===== src/rtl/cpu_chk_pkg.sv =====
// rtl/cpu_chk_pkg.sv - shared types and helpers for the CPU lane checker
// Contents:
//   chk_state_e : per-lane watchdog FSM states
//   lane_lsb    : LSB index of lane 'lane' in a flat NUM_CH*WIDTH bus
package cpu_chk_pkg;

    typedef enum logic [1:0] {IDLE, STALL, TRIP} chk_state_e;

    function automatic int lane_lsb(input int lane, input int width);
        return lane * width;
    endfunction

endpackage


===== src/rtl/cpu_lane_pipe.sv =====
// rtl/cpu_lane_pipe.sv - one lane: valid/ready register pipeline plus stall watchdog
// Ports:
//   clk, rst                   : clock, asynchronous active-high reset
//   chk_en                     : watchdog enable (0 holds FSM in IDLE, cnt 0)
//   s_tdata/s_tvalid/s_tready  : upstream side of the lane
//   m_tdata/m_tvalid/m_tready  : downstream side of the lane (registered)
//   trip                       : one-cycle pulse on the edge the FSM enters TRIP
module cpu_lane_pipe
    import cpu_chk_pkg::*;
#(
    parameter int WIDTH      = 8,
    parameter int PIPE_DEPTH = 2,
    parameter int TIMEOUT    = 16
) (
    input  logic             clk,
    input  logic             rst,
    input  logic             chk_en,
    input  logic [WIDTH-1:0] s_tdata,
    input  logic             s_tvalid,
    output logic             s_tready,
    output logic [WIDTH-1:0] m_tdata,
    output logic             m_tvalid,
    input  logic             m_tready,
    output logic             trip
);

    localparam int                    LAST     = PIPE_DEPTH - 1;
    localparam int                    CNT_W    = $clog2(TIMEOUT);
    localparam logic [CNT_W-1:0]      CNT_LAST = CNT_W'(TIMEOUT - 1);
    localparam logic [PIPE_DEPTH-1:0] ONES     = '1;

    logic [PIPE_DEPTH-1:0] vld_q;
    logic [WIDTH-1:0]      data_q  [PIPE_DEPTH];
    logic [PIPE_DEPTH-1:0] in_vld;
    logic [WIDTH-1:0]      in_data [PIPE_DEPTH];
    logic [PIPE_DEPTH-1:0] can_load;

    // Stage 0 is fed from the lane input, every later stage from its predecessor.
    for (genvar k = 0; k < PIPE_DEPTH; k++) begin : g_stage_in
        if (k == 0) begin : g_first
            assign in_vld[k]  = s_tvalid;
            assign in_data[k] = s_tdata;
        end else begin : g_next
            assign in_vld[k]  = vld_q[k-1];
            assign in_data[k] = data_q[k-1];
        end
    end

    // Stage k may load unless it and every stage after it are full while the
    // output is blocked. Written in closed form to avoid a combinational chain
    // through can_load itself.
    always_comb begin
        can_load = '0;
        for (int k = 0; k < PIPE_DEPTH; k++) begin
            can_load[k] = m_tready | ~(&(vld_q | ~(ONES << k)));
        end
    end

    always_ff @(posedge clk or posedge rst) begin
        if (rst) begin
            vld_q <= '0;
            for (int k = 0; k < PIPE_DEPTH; k++) begin
                data_q[k] <= '0;
            end
        end else begin
            for (int k = 0; k < PIPE_DEPTH; k++) begin
                if (can_load[k]) begin
                    vld_q[k] <= in_vld[k];
                    if (in_vld[k]) begin
                        data_q[k] <= in_data[k];
                    end
                end
            end
        end
    end

    assign s_tready = can_load[0];
    assign m_tdata  = data_q[LAST];
    assign m_tvalid = vld_q[LAST];

    // Watchdog
    chk_state_e       state;
    logic [CNT_W-1:0] cnt;
    logic             stall;

    assign stall = m_tvalid & ~m_tready;

    always_ff @(posedge clk or posedge rst) begin
        if (rst) begin
            state <= IDLE;
            cnt   <= '0;
        end else if (!chk_en) begin
            state <= IDLE;
            cnt   <= '0;
        end else begin
            case (state)
                IDLE: begin
                    if (stall) begin
                        state <= STALL;
                        cnt   <= CNT_W'(1);
                    end
                end
                STALL: begin
                    if (!stall) begin
                        state <= IDLE;
                        cnt   <= '0;
                    end else if (cnt == CNT_LAST) begin
                        state <= TRIP;
                    end else begin
                        cnt <= cnt + 1'b1;
                    end
                end
                TRIP: begin
                    // Leave only once the output moves or drains.
                    if (!stall) begin
                        state <= IDLE;
                        cnt   <= '0;
                    end
                end
                default: begin
                    state <= IDLE;
                    cnt   <= '0;
                end
            endcase
        end
    end

    // Decoded ahead of the edge so the sticky flag rises on the same edge
    // that moves the FSM into TRIP.
    assign trip = chk_en & (state == STALL) & stall & (cnt == CNT_LAST);

endmodule


===== config.mk =====
export PLATFORM = sky130hd
export DESIGN_NAME = cpu_lane_pipe
export DESIGN_NICKNAME = d
export VERILOG_FILES = /design/src/rtl/cpu_chk_pkg.sv /design/src/rtl/cpu_lane_pipe.sv
export SDC_FILE = /design/constraint.sdc
export NUM_CORES = 1
export LEC_CHECK = 0
export CAP_MARGIN = 20
export CELL_PAD_IN_SITES_DETAIL_PLACEMENT = 0
export CELL_PAD_IN_SITES_GLOBAL_PLACEMENT = 2
export CORE_MARGIN = 3
export CORE_UTILIZATION = 35
export CTS_CLUSTER_SIZE = 16
export DETAILED_ROUTE_END_ITERATION = 8
export GPL_ROUTABILITY_DRIVEN = 0
export PLACE_DENSITY = 0.84
export RECOVER_POWER = 50
export SETUP_SLACK_MARGIN = 0.2
export SYNTH_ARGS = -nofsm -noshare
export SYNTH_HDL_FRONTEND = slang
export SYNTH_SLANG_ARGS = --single-unit

===== constraint.sdc =====
create_clock -name clk -period 2.93 [get_ports clk]
set_clock_uncertainty 0.05 [all_clocks]
set_input_delay 0.4395 -clock clk [delete_from_list [all_inputs] [get_ports clk]]
set_output_delay 0.4395 -clock clk [all_outputs]
set_load 0.1 [all_outputs]

==> metrics.txt <==
# TYPE chip_impl_metric gauge
chip_impl_metric{name="floorplan.die_area",unit="um^2"} 3840
chip_impl_metric{name="cts_inserted_buffers",unit=""} 3
chip_impl_metric{name="die-width",unit="um"} 62.0
chip_impl_metric{name="drc",unit=""} 0
chip_impl_info{name="status",value="finished, final reports clean"} 1
chip_impl_metric{name="first_drt_pass_iteration_count",unit=""} 4
chip_impl_metric{name="fmax",unit="MHz"} 399
chip_impl_metric{name="totalWireLength",unit="um"} 1830
chip_impl_metric{name="postRouteAntennaNets",unit=""} 0
chip_impl_metric{name="maximum_ir_drop_on_the_vdd_rail",unit="V"} 0.000444
chip_impl_metric{name="power.static_leakage",unit="nW"} 0.566
chip_impl_metric{name="worst_slew_pin_slew",unit="ns"} 1.17
chip_impl_info{name="rsz_0062_raised_after_global_routing",value="false"} 1
chip_impl_info{name="synth_top_area_cell",value="dfrtp_1"} 1
chip_impl_metric{name="seq_area_frac_synth",unit="%"} 54.7
chip_impl_metric{name="initial_core_util",unit="%"} 38.1
chip_impl_metric{name="placed_cells_incl_taps",unit=""} 142
chip_impl_metric{name="cts-hold-fix-buffers",unit=""} 0
chip_impl_metric{name="post_layout_nonfiller_instances",unit=""} 146
chip_impl_metric{name="drt-wirelength-per-cell",unit="um"} 12.5
chip_impl_metric{name="placementRows",unit=""} 19
chip_impl_metric{name="max_cap_violations",unit=""} 0
chip_impl_metric{name="maximum_number_of_pins_on_one_net_before_global_route_repair",unit=""} 25
chip_impl_metric{name="p_per_area",unit="nW/um^2"} 721
chip_impl_metric{name="synth.cell_area",unit="um^2"} 1100
chip_impl_metric{name="grt_remaining_overflow",unit=""} 0
chip_impl_metric{name="minimum_clock_period_after_layout",unit="ns"} 2.51
chip_impl_metric{name="io_pins",unit=""} 24
chip_impl_metric{name="grt_pass1_wl",unit="um"} 2930
chip_impl_metric{name="post-cts-setup-buffer-count",unit=""} 0
chip_impl_info{name="worst_setup_path_start_kind",value="primary input"} 1
chip_impl_metric{name="worst-endpoint-required",unit="ns"} 2.44
chip_impl_info{name="root_buffer",value="clkbuf_4"} 1
chip_impl_metric{name="finalHoldViolations",unit=""} 0
chip_impl_metric{name="relSlewSlack",unit="%"} 22.6
chip_impl_metric{name="synthDominantCellAreaShare",unit="%"} 54.7
chip_impl_metric{name="setup_tns",unit="ns"} 0
chip_impl_metric{name="report.final.slew_viol_count",unit=""} 0
chip_impl_info{name="clock_tree_from_tritoncts",value="built"} 1
chip_impl_metric{name="nNetsFinal",unit=""} 119
chip_impl_metric{name="finalSetupViolCount",unit=""} 0
chip_impl_metric{name="insertedDiodeCount",unit=""} 0
chip_impl_metric{name="rrSetupSlack",unit="ns"} 1.28
chip_impl_info{name="hp-class",value="flip-flop to flip-flop"} 1
chip_impl_metric{name="yosys_warnings",unit=""} 0
chip_impl_metric{name="detail_route.vias_per_cell",unit=""} 4.58
chip_impl_metric{name="grt_pass1_vias",unit=""} 660
chip_impl_metric{name="finalCritPeriodShare",unit="%"} 85.6
chip_impl_metric{name="postSynthCellCount",unit=""} 85
chip_impl_metric{name="first_iter_violations",unit=""} 15
chip_impl_metric{name="globalRouteTotalUtil",unit="%"} 10.5
chip_impl_metric{name="cts_resized",unit=""} 0
chip_impl_info{name="worstSetupPathType",value="primary input to primary output"} 1
chip_impl_metric{name="worstSkewPairLatency",unit="ns"} 0.31
chip_impl_info{name="endpoint_kind_of_the_worst_setup_timing_path",value="primary output"} 1
chip_impl_metric{name="placeableCoreArea",unit="um^2"} 2880
chip_impl_metric{name="worstPathArrival",unit="ns"} 2.02
chip_impl_metric{name="worst_setup_hold_path_clk_slew",unit="ns"} 0.12
chip_impl_metric{name="antenna_found_initial",unit=""} 0
chip_impl_metric{name="buffer_ports.inserted",unit=""} 23
chip_impl_metric{name="post_synth.cell_area_avg",unit="um^2"} 12.9
chip_impl_metric{name="vertical_die_dimension",unit="um"} 62.0
chip_impl_metric{name="areaGrowthSynthToFinish",unit="%"} 20.6
chip_impl_metric{name="drive_above_1_share",unit="%"} 31.7
chip_impl_metric{name="cts-htree-levels",unit=""} 1
chip_impl_metric{name="synthesis.nets",unit=""} 99
chip_impl_metric{name="number_of_storage_elements_in_the_synthesis_netlist",unit=""} 24
chip_impl_info{name="synth_top_cells_by_area",value="dfrtp_1 55%, mux2_2 16%, buf_4 5.5%, nand2b_1 2.3%, xnor2_1 1.6%"} 1
chip_impl_metric{name="yosysUniqueCellTypes",unit=""} 28
chip_impl_metric{name="cts_num_sinks",unit=""} 24
chip_impl_metric{name="place_hpwl",unit="um"} 1310
chip_impl_metric{name="dr_total_vias",unit=""} 669
chip_impl_metric{name="cts-root-to-sink-buffers",unit=""} 2
chip_impl_metric{name="critical_path.max_fanout",unit=""} 6
==> cell families (layout without fill, tap and decap cells) <==
logic type      Yosys count  after routing  synth area share [%]
mux                      17             17                  17.3
simple gates             22             22                  12.9
compound gates           10             10                  6.50
fa+ha+maj                 1              1                  1.14
xor+xnor                  2              2                  1.60
flops                    24             24                  54.7
buf+inv                   9             28                  5.82
==> path summary, 6_finish.rpt <==
path,start,endpoint,depth (start not counted)
max reg2reg,vld_q[1]$_DFFE_PP0P_,data_q[10]$_DFFE_PP0P_,4
min,data_q[15]$_DFFE_PP0P_,m_tdata[7]$_DFFE_PP0P_,1
min in group asynchronous,rst,cnt[0]$_DFFE_PP0P_,2
min reg2reg,data_q[15]$_DFFE_PP0P_,m_tdata[7]$_DFFE_PP0P_,1
max in group asynchronous,rst,vld_q[1]$_DFFE_PP0P_,2
max,m_tready,trip,5
==> synthesized netlist by cell type, drive strengths merged <==
cell and n:
a21oi 1, nand2b 4, ha 1, dfrtp 24, or2b 1, a41oi 1, a32o 1, buf 8
nand3 2, xnor2 2, inv 1, and4b 2, mux2i 1, o21ai 3, mux2 16, and2 1
a21boi 1, a22o 1, o2bb2a 1, nor2b 2, o22ai 1, and3 3, nand2 6, nor2 1
==> area by class of cell <==
| type | count | area (um^2) |
|---|---|---|
| fill | 283 | 1550 |
| timing repair buffer | 23 | 204 |
| clock buffer | 4 | 36.3 |
| sequential | 24 | 602 |
| tap | 42 | 52.6 |
| multi-input combinational | 52 | 425 |
| inverter | 1 | 3.75 |
==> worst max-delay path: stages <==
cell,delay (ns)
dlygate4sd3_1,0.54
nor2b_1,0.31
and4b_2,0.35
and2_1,0.19
buf_12,0.18
==> cells in the final DEF, fill, tap and decap left out, types with 3 or more instances in the layout <==
cell,n
o21ai_0,3
mux2_2,16
buf_4,7
clkbuf_4,3
clkbuf_1,3
nand2b_1,4
dfrtp_1,23
nand2_1,4
clkdlybuf4s50_1,10
==> registers in the layout, indices dropped and copies added (netlist names) <==
name / cells
cnt: 4
vld_q: 2
state: 2
data_q: 8
m_tdata: 8
==> routing by layer <==
| layer | global-route usage [%] | share of wire (%) | wire (um) | vias to the layer above |
|---|---|---|---|---|
| met5 | 0 | 0 | 0 | - |
| met4 | 1.82 | 0.71 | 13 | 0 |
| met3 | 3.72 | 5.7 | 105 | 2 |
| met2 | 17.6 | 48 | 878 | 16 |
| met1 | 13.1 | 46 | 835 | 320 |
| li1 | - | - | - | 331 |
==> through the flow <==
stage / hold WS [ns] / worst slack, ns / area [um^2] / power [mW] / util (%)
floorplan: 0.404 / 0.448 / 1100 / 0.764 / -
global placement: 0.430 / 0.695 / 1310 / 0.803 / 45.4
detailed placement: 0.444 / 0.681 / 1310 / 0.808 / 45.4
CTS: 0.473 / 0.684 / 1340 / 0.982 / 46.7
global route: 0.493 / 0.350 / 1320 / 0.998 / 46.0
finish: 0.466 / 0.423 / 1320 / 0.955 / 46.0
==> power by group <==
part	switching [mW]	internal, mW	total [mW]
Combinational	0.287	0.0919	0.378
Sequential	0.0263	0.381	0.407
Clock	0.0931	0.0758	0.169
No activity file was read; power rests on OpenSTA's default activity.
